### src/rtl/sdram_access_arbiter_pkg.sv
// Shared widths, FSM state type and requester indices for the SDRAM access arbiter.
package sdram_arb_pkg;

    localparam int ADDR_W = 23;
    localparam int DATA_W = 32;

    typedef enum logic [1:0] {
        IDLE    = 2'd0,
        BUSY    = 2'd1,
        RELEASE = 2'd2
    } arb_state_t;

    localparam logic [1:0] REQ_RECORD = 2'd0;
    localparam logic [1:0] REQ_PLAY   = 2'd1;
    localparam logic [1:0] REQ_LOAD   = 2'd2;

endpackage

### src/rtl/sdram_access_arbiter_if.sv
// Requester-side and SDRAM-side bus of the arbiter; master is the arbiter itself.
interface sdram_access_arbiter_if
    import sdram_arb_pkg::*;
#(
    parameter int NUM_REQ = 3
);
    logic [NUM_REQ-1:0]             req_read;
    logic [NUM_REQ-1:0]             req_write;
    logic [NUM_REQ-1:0][ADDR_W-1:0] req_addr;
    logic [NUM_REQ-1:0][DATA_W-1:0] req_writedata;
    logic [DATA_W-1:0]              req_readdata;
    logic [NUM_REQ-1:0]             req_finished;

    logic                           sdram_read;
    logic                           sdram_write;
    logic [ADDR_W-1:0]              sdram_addr;
    logic [DATA_W-1:0]              sdram_writedata;
    logic [DATA_W-1:0]              sdram_readdata;
    logic                           sdram_finished;

    modport master (
        input  req_read, req_write, req_addr, req_writedata,
        input  sdram_readdata, sdram_finished,
        output req_readdata, req_finished,
        output sdram_read, sdram_write, sdram_addr, sdram_writedata
    );

    modport slave (
        output req_read, req_write, req_addr, req_writedata,
        output sdram_readdata, sdram_finished,
        input  req_readdata, req_finished,
        input  sdram_read, sdram_write, sdram_addr, sdram_writedata
    );
endinterface

### src/rtl/sdram_access_arbiter_rr_picker.sv
// Combinational round-robin picker: first requester after last_i (wrapping) wins.
module rr_picker #(
    parameter int NUM_REQ = 3
) (
    input  logic [NUM_REQ-1:0] req_i,
    input  logic [1:0]         last_i,
    output logic [1:0]         idx_o,
    output logic               valid_o
);
    logic [1:0] cand;

    // Walk offsets from farthest to nearest so the nearest hit is written last.
    always_comb begin
        idx_o   = '0;
        valid_o = 1'b0;
        cand    = '0;
        for (int off = NUM_REQ; off >= 1; off--) begin
            cand = 2'((int'(last_i) + off) % NUM_REQ);
            if (req_i[cand]) begin
                idx_o   = cand;
                valid_o = 1'b1;
            end
        end
    end
endmodule

### src/rtl/sdram_access_arbiter.sv
// Arbitrates NUM_REQ requesters onto one SDRAM controller port with a BUSY watchdog.
// Define SDRAM_ARB_RECORD_PRIORITY_EN to give requester 0 fixed priority over the rest.
module sdram_access_arbiter
    import sdram_arb_pkg::*;
#(
    parameter int NUM_REQ     = 3,
    parameter int TIMEOUT_CYC = 1023
) (
    input  logic                   i_clk,
    input  logic                   i_rst,
    sdram_access_arbiter_if.master bus,
    output logic [1:0]             o_grant_id,
    output logic                   o_busy,
    output logic                   o_timeout
);
    localparam int              WD_W    = $clog2(TIMEOUT_CYC + 1);
    localparam logic [1:0]      PTR_RST = 2'(NUM_REQ - 1);
    localparam logic [WD_W-1:0] WD_LAST = WD_W'(TIMEOUT_CYC - 1);

    arb_state_t          state_q, state_d;
    logic [1:0]          id_q, id_d;
    logic                write_q, write_d;
    logic [ADDR_W-1:0]   addr_q, addr_d;
    logic [DATA_W-1:0]   wdata_q, wdata_d;
    logic [DATA_W-1:0]   rdata_q, rdata_d;
    logic [NUM_REQ-1:0]  fin_q, fin_d;
    logic                timeout_q, timeout_d;
    logic [WD_W-1:0]     wd_q, wd_d;
    logic [1:0]          ptr_q, ptr_d;

    logic [NUM_REQ-1:0]  req_any;
    logic [NUM_REQ-1:0]  pick_req;
    logic [1:0]          pick_idx;
    logic                pick_valid;
    logic [1:0]          win_idx;
    logic                win_valid;
    logic                ptr_take;
    logic [NUM_REQ-1:0]  fin_hit;

    assign req_any = bus.req_read | bus.req_write;

`ifdef SDRAM_ARB_RECORD_PRIORITY_EN
    // Record bypasses the rotation; the pointer only tracks grants among the others.
    assign pick_req  = {req_any[NUM_REQ-1:1], 1'b0};
    assign win_valid = req_any[REQ_RECORD] | pick_valid;
    assign win_idx   = req_any[REQ_RECORD] ? REQ_RECORD : pick_idx;
    assign ptr_take  = (win_idx != REQ_RECORD);
`else
    assign pick_req  = req_any;
    assign win_valid = pick_valid;
    assign win_idx   = pick_idx;
    assign ptr_take  = 1'b1;
`endif

    rr_picker #(.NUM_REQ(NUM_REQ)) u_picker (
        .req_i   (pick_req),
        .last_i  (ptr_q),
        .idx_o   (pick_idx),
        .valid_o (pick_valid)
    );

    genvar gi;
    generate
        for (gi = 0; gi < NUM_REQ; gi++) begin : g_fin
            assign fin_hit[gi] = (id_q == 2'(gi));
        end
    endgenerate

    always_comb begin
        state_d   = state_q;
        id_d      = id_q;
        write_d   = write_q;
        addr_d    = addr_q;
        wdata_d   = wdata_q;
        rdata_d   = rdata_q;
        fin_d     = '0;
        timeout_d = 1'b0;
        wd_d      = wd_q;
        ptr_d     = ptr_q;
        case (state_q)
            IDLE: begin
                if (win_valid) begin
                    state_d = BUSY;
                    id_d    = win_idx;
                    write_d = bus.req_write[win_idx];
                    addr_d  = bus.req_addr[win_idx];
                    wdata_d = bus.req_writedata[win_idx];
                    wd_d    = '0;
                    if (ptr_take) ptr_d = win_idx;
                end
            end
            BUSY: begin
                // A completion in the last allowed cycle still counts as a completion.
                if (bus.sdram_finished) begin
                    if (!write_q) rdata_d = bus.sdram_readdata;
                    fin_d   = fin_hit;
                    state_d = RELEASE;
                end else if (wd_q == WD_LAST) begin
                    fin_d     = fin_hit;
                    timeout_d = 1'b1;
                    state_d   = RELEASE;
                end else begin
                    wd_d = wd_q + 1'b1;
                end
            end
            RELEASE: state_d = IDLE;
            default: state_d = IDLE;
        endcase
    end

    always_ff @(posedge i_clk or posedge i_rst) begin
        if (i_rst) begin
            state_q   <= IDLE;
            id_q      <= '0;
            write_q   <= 1'b0;
            addr_q    <= '0;
            wdata_q   <= '0;
            rdata_q   <= '0;
            fin_q     <= '0;
            timeout_q <= 1'b0;
            wd_q      <= '0;
            ptr_q     <= PTR_RST;
        end else begin
            state_q   <= state_d;
            id_q      <= id_d;
            write_q   <= write_d;
            addr_q    <= addr_d;
            wdata_q   <= wdata_d;
            rdata_q   <= rdata_d;
            fin_q     <= fin_d;
            timeout_q <= timeout_d;
            wd_q      <= wd_d;
            ptr_q     <= ptr_d;
        end
    end

    // Strobes decode straight from the state so an async reset kills them at once.
    assign bus.sdram_read      = (state_q == BUSY) && !write_q;
    assign bus.sdram_write     = (state_q == BUSY) && write_q;
    assign bus.sdram_addr      = addr_q;
    assign bus.sdram_writedata = wdata_q;
    assign bus.req_readdata    = rdata_q;
    assign bus.req_finished    = fin_q;

    assign o_grant_id = id_q;
    assign o_busy     = (state_q != IDLE);
    assign o_timeout  = timeout_q;
endmodule

### src/flat_wrapper.sv
// flat-port wrapper written by rule: the top's interface ports become plain ports
module sdram_access_arbiter_flat import sdram_arb_pkg::*;
#(
    parameter int NUM_REQ     = 3,
    parameter int TIMEOUT_CYC = 1023
)
  (i_clk, i_rst, o_grant_id, o_busy, o_timeout, bus_req_read, bus_req_write, bus_req_addr, bus_req_writedata, bus_sdram_readdata, bus_sdram_finished, bus_req_readdata, bus_req_finished, bus_sdram_read, bus_sdram_write, bus_sdram_addr, bus_sdram_writedata);
  sdram_access_arbiter_if #(.NUM_REQ(NUM_REQ)) bus_i ();
  input  logic i_clk;
  input  logic i_rst;
  output logic [1:0] o_grant_id;
  output logic o_busy;
  output logic o_timeout;
  input wire logic [$bits(bus_i.req_read)-1:0] bus_req_read;
  input wire logic [$bits(bus_i.req_write)-1:0] bus_req_write;
  input wire logic [$bits(bus_i.req_addr)-1:0] bus_req_addr;
  input wire logic [$bits(bus_i.req_writedata)-1:0] bus_req_writedata;
  input wire logic [$bits(bus_i.sdram_readdata)-1:0] bus_sdram_readdata;
  input wire logic [$bits(bus_i.sdram_finished)-1:0] bus_sdram_finished;
  output wire logic [$bits(bus_i.req_readdata)-1:0] bus_req_readdata;
  output wire logic [$bits(bus_i.req_finished)-1:0] bus_req_finished;
  output wire logic [$bits(bus_i.sdram_read)-1:0] bus_sdram_read;
  output wire logic [$bits(bus_i.sdram_write)-1:0] bus_sdram_write;
  output wire logic [$bits(bus_i.sdram_addr)-1:0] bus_sdram_addr;
  output wire logic [$bits(bus_i.sdram_writedata)-1:0] bus_sdram_writedata;
  assign bus_i.req_read = bus_req_read;
  assign bus_i.req_write = bus_req_write;
  assign bus_i.req_addr = bus_req_addr;
  assign bus_i.req_writedata = bus_req_writedata;
  assign bus_i.sdram_readdata = bus_sdram_readdata;
  assign bus_i.sdram_finished = bus_sdram_finished;
  assign bus_req_readdata = bus_i.req_readdata;
  assign bus_req_finished = bus_i.req_finished;
  assign bus_sdram_read = bus_i.sdram_read;
  assign bus_sdram_write = bus_i.sdram_write;
  assign bus_sdram_addr = bus_i.sdram_addr;
  assign bus_sdram_writedata = bus_i.sdram_writedata;
  sdram_access_arbiter #(.NUM_REQ(NUM_REQ), .TIMEOUT_CYC(TIMEOUT_CYC)) u_core (.i_clk(i_clk), .i_rst(i_rst), .bus(bus_i), .o_grant_id(o_grant_id), .o_busy(o_busy), .o_timeout(o_timeout));
endmodule
### config.mk
export PLATFORM = sky130hd
export DESIGN_NAME = sdram_access_arbiter_flat
export DESIGN_NICKNAME = d
export VERILOG_FILES = /design/src/rtl/sdram_access_arbiter_pkg.sv /design/src/rtl/sdram_access_arbiter_if.sv /design/src/rtl/sdram_access_arbiter_rr_picker.sv /design/src/rtl/sdram_access_arbiter.sv /design/src/flat_wrapper.sv
export SDC_FILE = /design/constraint.sdc
export NUM_CORES = 1
export LEC_CHECK = 0
export ABC_CLOCK_PERIOD_IN_PS = 9300
export BUFFER_PORTS_ARGS = -buffer_cell sky130_fd_sc_hd__buf_2
export CAP_MARGIN = 10
export CELL_PAD_IN_SITES_DETAIL_PLACEMENT = 1
export CELL_PAD_IN_SITES_GLOBAL_PLACEMENT = 1
export CORE_ASPECT_RATIO = 1.2
export CORE_MARGIN = 3
export CORE_UTILIZATION = 34
export DETAILED_ROUTE_END_ITERATION = 10
export PLACE_DENSITY_LB_ADDON = 0.1
export SLEW_MARGIN = 5
export SYNTH_ARGS = -nofsm -noshare
export SYNTH_HDL_FRONTEND = slang
export SYNTH_SLANG_ARGS = --single-unit
### constraint.sdc
create_clock -name i_clk -period 9.3 [get_ports i_clk]
set_input_delay 0.465 -clock i_clk [delete_from_list [all_inputs] [get_ports i_clk]]
set_output_delay 0.465 -clock i_clk [all_outputs]
set_load 0.01 [all_outputs]
==> impl_metrics.tcl <==
set metrics [dict create \
    status "complete, no violations" \
    cts.sinks 107 \
    grt_first_pass_wirelength_microns 28200 \
    max_slew_margin_pct 21.6 \
    ir_drop_uv 168 \
    gr-usage-all-layers_pct 20.9 \
    p_per_area_mw_per_mm2 339 \
    synthArstFlopShare_pct 100 \
    routed_wirelength_microns 18000 \
    clock_path_buffers 2 \
    numPortBuffers 301 \
    p_leak_nw 3.65 \
    crit_arrival_ps 3170 \
    period_share_pct 32.2 \
    crit_type "register to register" \
    ant_nets 0 \
    final_max_slew_viol_count 0 \
    clkTransAtPathRegs_ps 70 \
    worst_slack_ps 6310 \
    fin_crit_ps 2990 \
    drt-pass1-iter-count 4 \
    finalSetupViolations 0 \
    crit_path_start_kind "register" \
    grt_max_degree 66 \
    initial_core_util_pct 34.9 \
    wl_per_cell_microns 18.3 \
    hold_class "input port to async pin" \
    hold_violations 0 \
    regArea_sq_mm 0.00268 \
    nFillCells 1818 \
    drc 0 \
    vias_per_cell 5.02 \
    hold_slack_ps 182 \
    r2r-end "u_core.bus.sdram_writedata[31]" \
    area_delta_synth_final_pct 37.0 \
    combPwrFrac_pct 52.6 \
    via_count 4962 \
    synth_edf_count 0 \
    h-tree-depth 3 \
    grtUsageMet1_pct 24.7 \
    clk_latency_ps 350 \
    antenna_found_initial 5 \
    crit_path_max_fanout 57 \
    numCtsBuffers 9 \
    max_freq_ghz 0.334 \
    synth_cell_types 39 \
    grt_pass1_vias 5353 \
    crit_required_ps 9480 \
    synthCells 494 \
    multiInputGateArea_sq_mm 0.00235 \
    final_common_cell "buf_2" \
    synth_fp_nets 704 \
    globalRoute.busiestLayer "met2" \
    drt_iter0_markers 204 \
    p_int_mw 1.40 \
    cts-root-buf "clkbuf_16" \
    p_switching_mw 1.03 \
    ctsResizeCount 0 \
    p_total_mw 2.43 \
    netlist_area_sq_mm 0.00524 \
    die-width_microns 119 \
    ys_seq_elements 107 \
    cts_setup_buffers 0 \
    end_kind "register" \
    hold_buffers 0 \
    swShare_pct 42.6 \
    drive_above_1_share_pct 46.5 \
    reg2reg_depth 7 \
    layout_common_cells "301 x buf_2, 106 x dfrtp_1, 67 x nand2_1" \
    die_h_microns 142 \
    synth_ff_type "dfrtp_1" \
    pwr-share-seq_pct 32.4 \
    clock_skew_ps 10.1 \
    grt_setup_unrepaired "false" \
    fin_setup_tns_ps 0 \
    r2r_slack_ps 6310 \
    use_met3_pct 6.24 \
    tightestPinTransition_ps 1180 \
    cts_tree "yes" \
    met2_usage_pct 36.2 \
    max-cap-violations 0 \
    yosysWarnings 0 \
    gr-total-overflow 0 \
    dp_hpwl_microns 13600 \
    yosysSeqAreaShare_pct 51.2 \
    gp_congestion 0.778 \
    rr_startpoint "u_core.ptr_q[0]" \
    pwr-share-clk_pct 15.0 \
    io_pins 302 \
    rows 49 \
    die-area_sq_mm 0.0169 \
    coreArea_sq_mm 0.0150 \
    pre_cts_ws_ps 6260 \
    num-nets-final 987 \
    fin_util_pct 47.8 \
    syn_avg_cell_area_sq_um 10.6 \
]
==> flip-flops by register name (all words and copies together) (netlist names), 2 cells and up <==
register	cells
u_core.bus.req_readdata	32
u_core.bus.sdram_writedata	32
u_core.bus.sdram_addr	23
u_core.wd_q	10
u_core.bus.req_finished	3
u_core.ptr_q	2
u_core.state_q	2
==> Yosys cell counts (5+ instances only) <==
master	n	area share, %
mux2_2	31	6.7
a21oi_1	5	0.48
o21ai_0	9	0.86
mux2i_1	55	11
nand3_1	59	5.6
inv_1	9	0.65
nor4_1	5	0.60
clkbuf_1	21	1.5
o211ai_1	56	8.0
nor3_1	7	0.67
dfrtp_1	106	51
buf_2	7	0.67
nand2_1	68	4.9
nor2_1	8	0.57
==> worst max-delay path, stage by stage (launching register included) <==
cell       delay [ps]
dfrtp_1           410
inv_1              90
ha_1              390
or2_1             270
a2bb2oi_2         170
or3b_4           1020
mux2i_1           330
o211ai_1          110
==> area by class of cell <==
type                    count  area share [%]
flip-flops and latches    107            37.3
multi-input cells         341            32.8
repair buffers            309            21.8
well taps                 204            3.56
clock buffers               9            3.14
clock inverters             7           0.732
inverters                   9           0.506
diodes                      2          0.0698
==> kinds of logic (layout without fill, tap and decap cells) <==
logic type / Yosys count / in the layout / share of synthesized area (%)
other: 0 / 2 / 0
muxes: 87 / 87 / 17.4
adders and majority gates: 4 / 4 / 0.956
buffers and inverters: 46 / 334 / 4.11
xor gates and xnor gates: 4 / 4 / 0.669
AOI/OAI and AO/OA: 77 / 77 / 10.4
DFF: 107 / 107 / 51.2
and+or+nand+nor: 169 / 169 / 15.3
==> metrics by stage <==
step | instance area [sq um] | cells
5_1_grt | 7170 | 987
2_1_floorplan | 5240 | 494
4_1_cts | 7170 | 986
3_5_place_dp | 6890 | 970
3_3_place_gp | 6890 | 970
6_report | 7170 | 988
==> metal layers <==
metal  part of all wire [%]  up-vias
met5                   0.28        -
met4                    3.0        8
met3                    7.6       39
met2                     50      208
met1                     40     2362
li1                       -     2345
==> worst max-delay path by stage <==
stage	from	endpoint	depth (start not counted)
final	u_core.ptr_q[0]	u_core.bus.sdram_writedata[31]	7
after global routing	u_core.ptr_q[0]	u_core.bus.sdram_writedata[8]	6
after CTS	u_core.ptr_q[0]	u_core.bus.sdram_writedata[23]	7
after detailed placement	u_core.ptr_q[0]	u_core.bus.sdram_writedata[23]	6
after global placement	u_core.ptr_q[0]	u_core.bus.sdram_writedata[5]	7
after floorplan	i_rst	u_core.bus.req_finished[0]	1
==> power by group through the flow <==
stage	Combinational, mW	Sequential (mW)	Clock [mW]
finish	1.28	0.788	0.364
global route	1.41	0.818	0.396
CTS	1.31	0.791	0.377
detailed placement	1.31	0.797	0
global placement	1.27	0.786	0
floorplan	0.759	0.882	0
No activity file was read; power rests on OpenSTA's default activity.
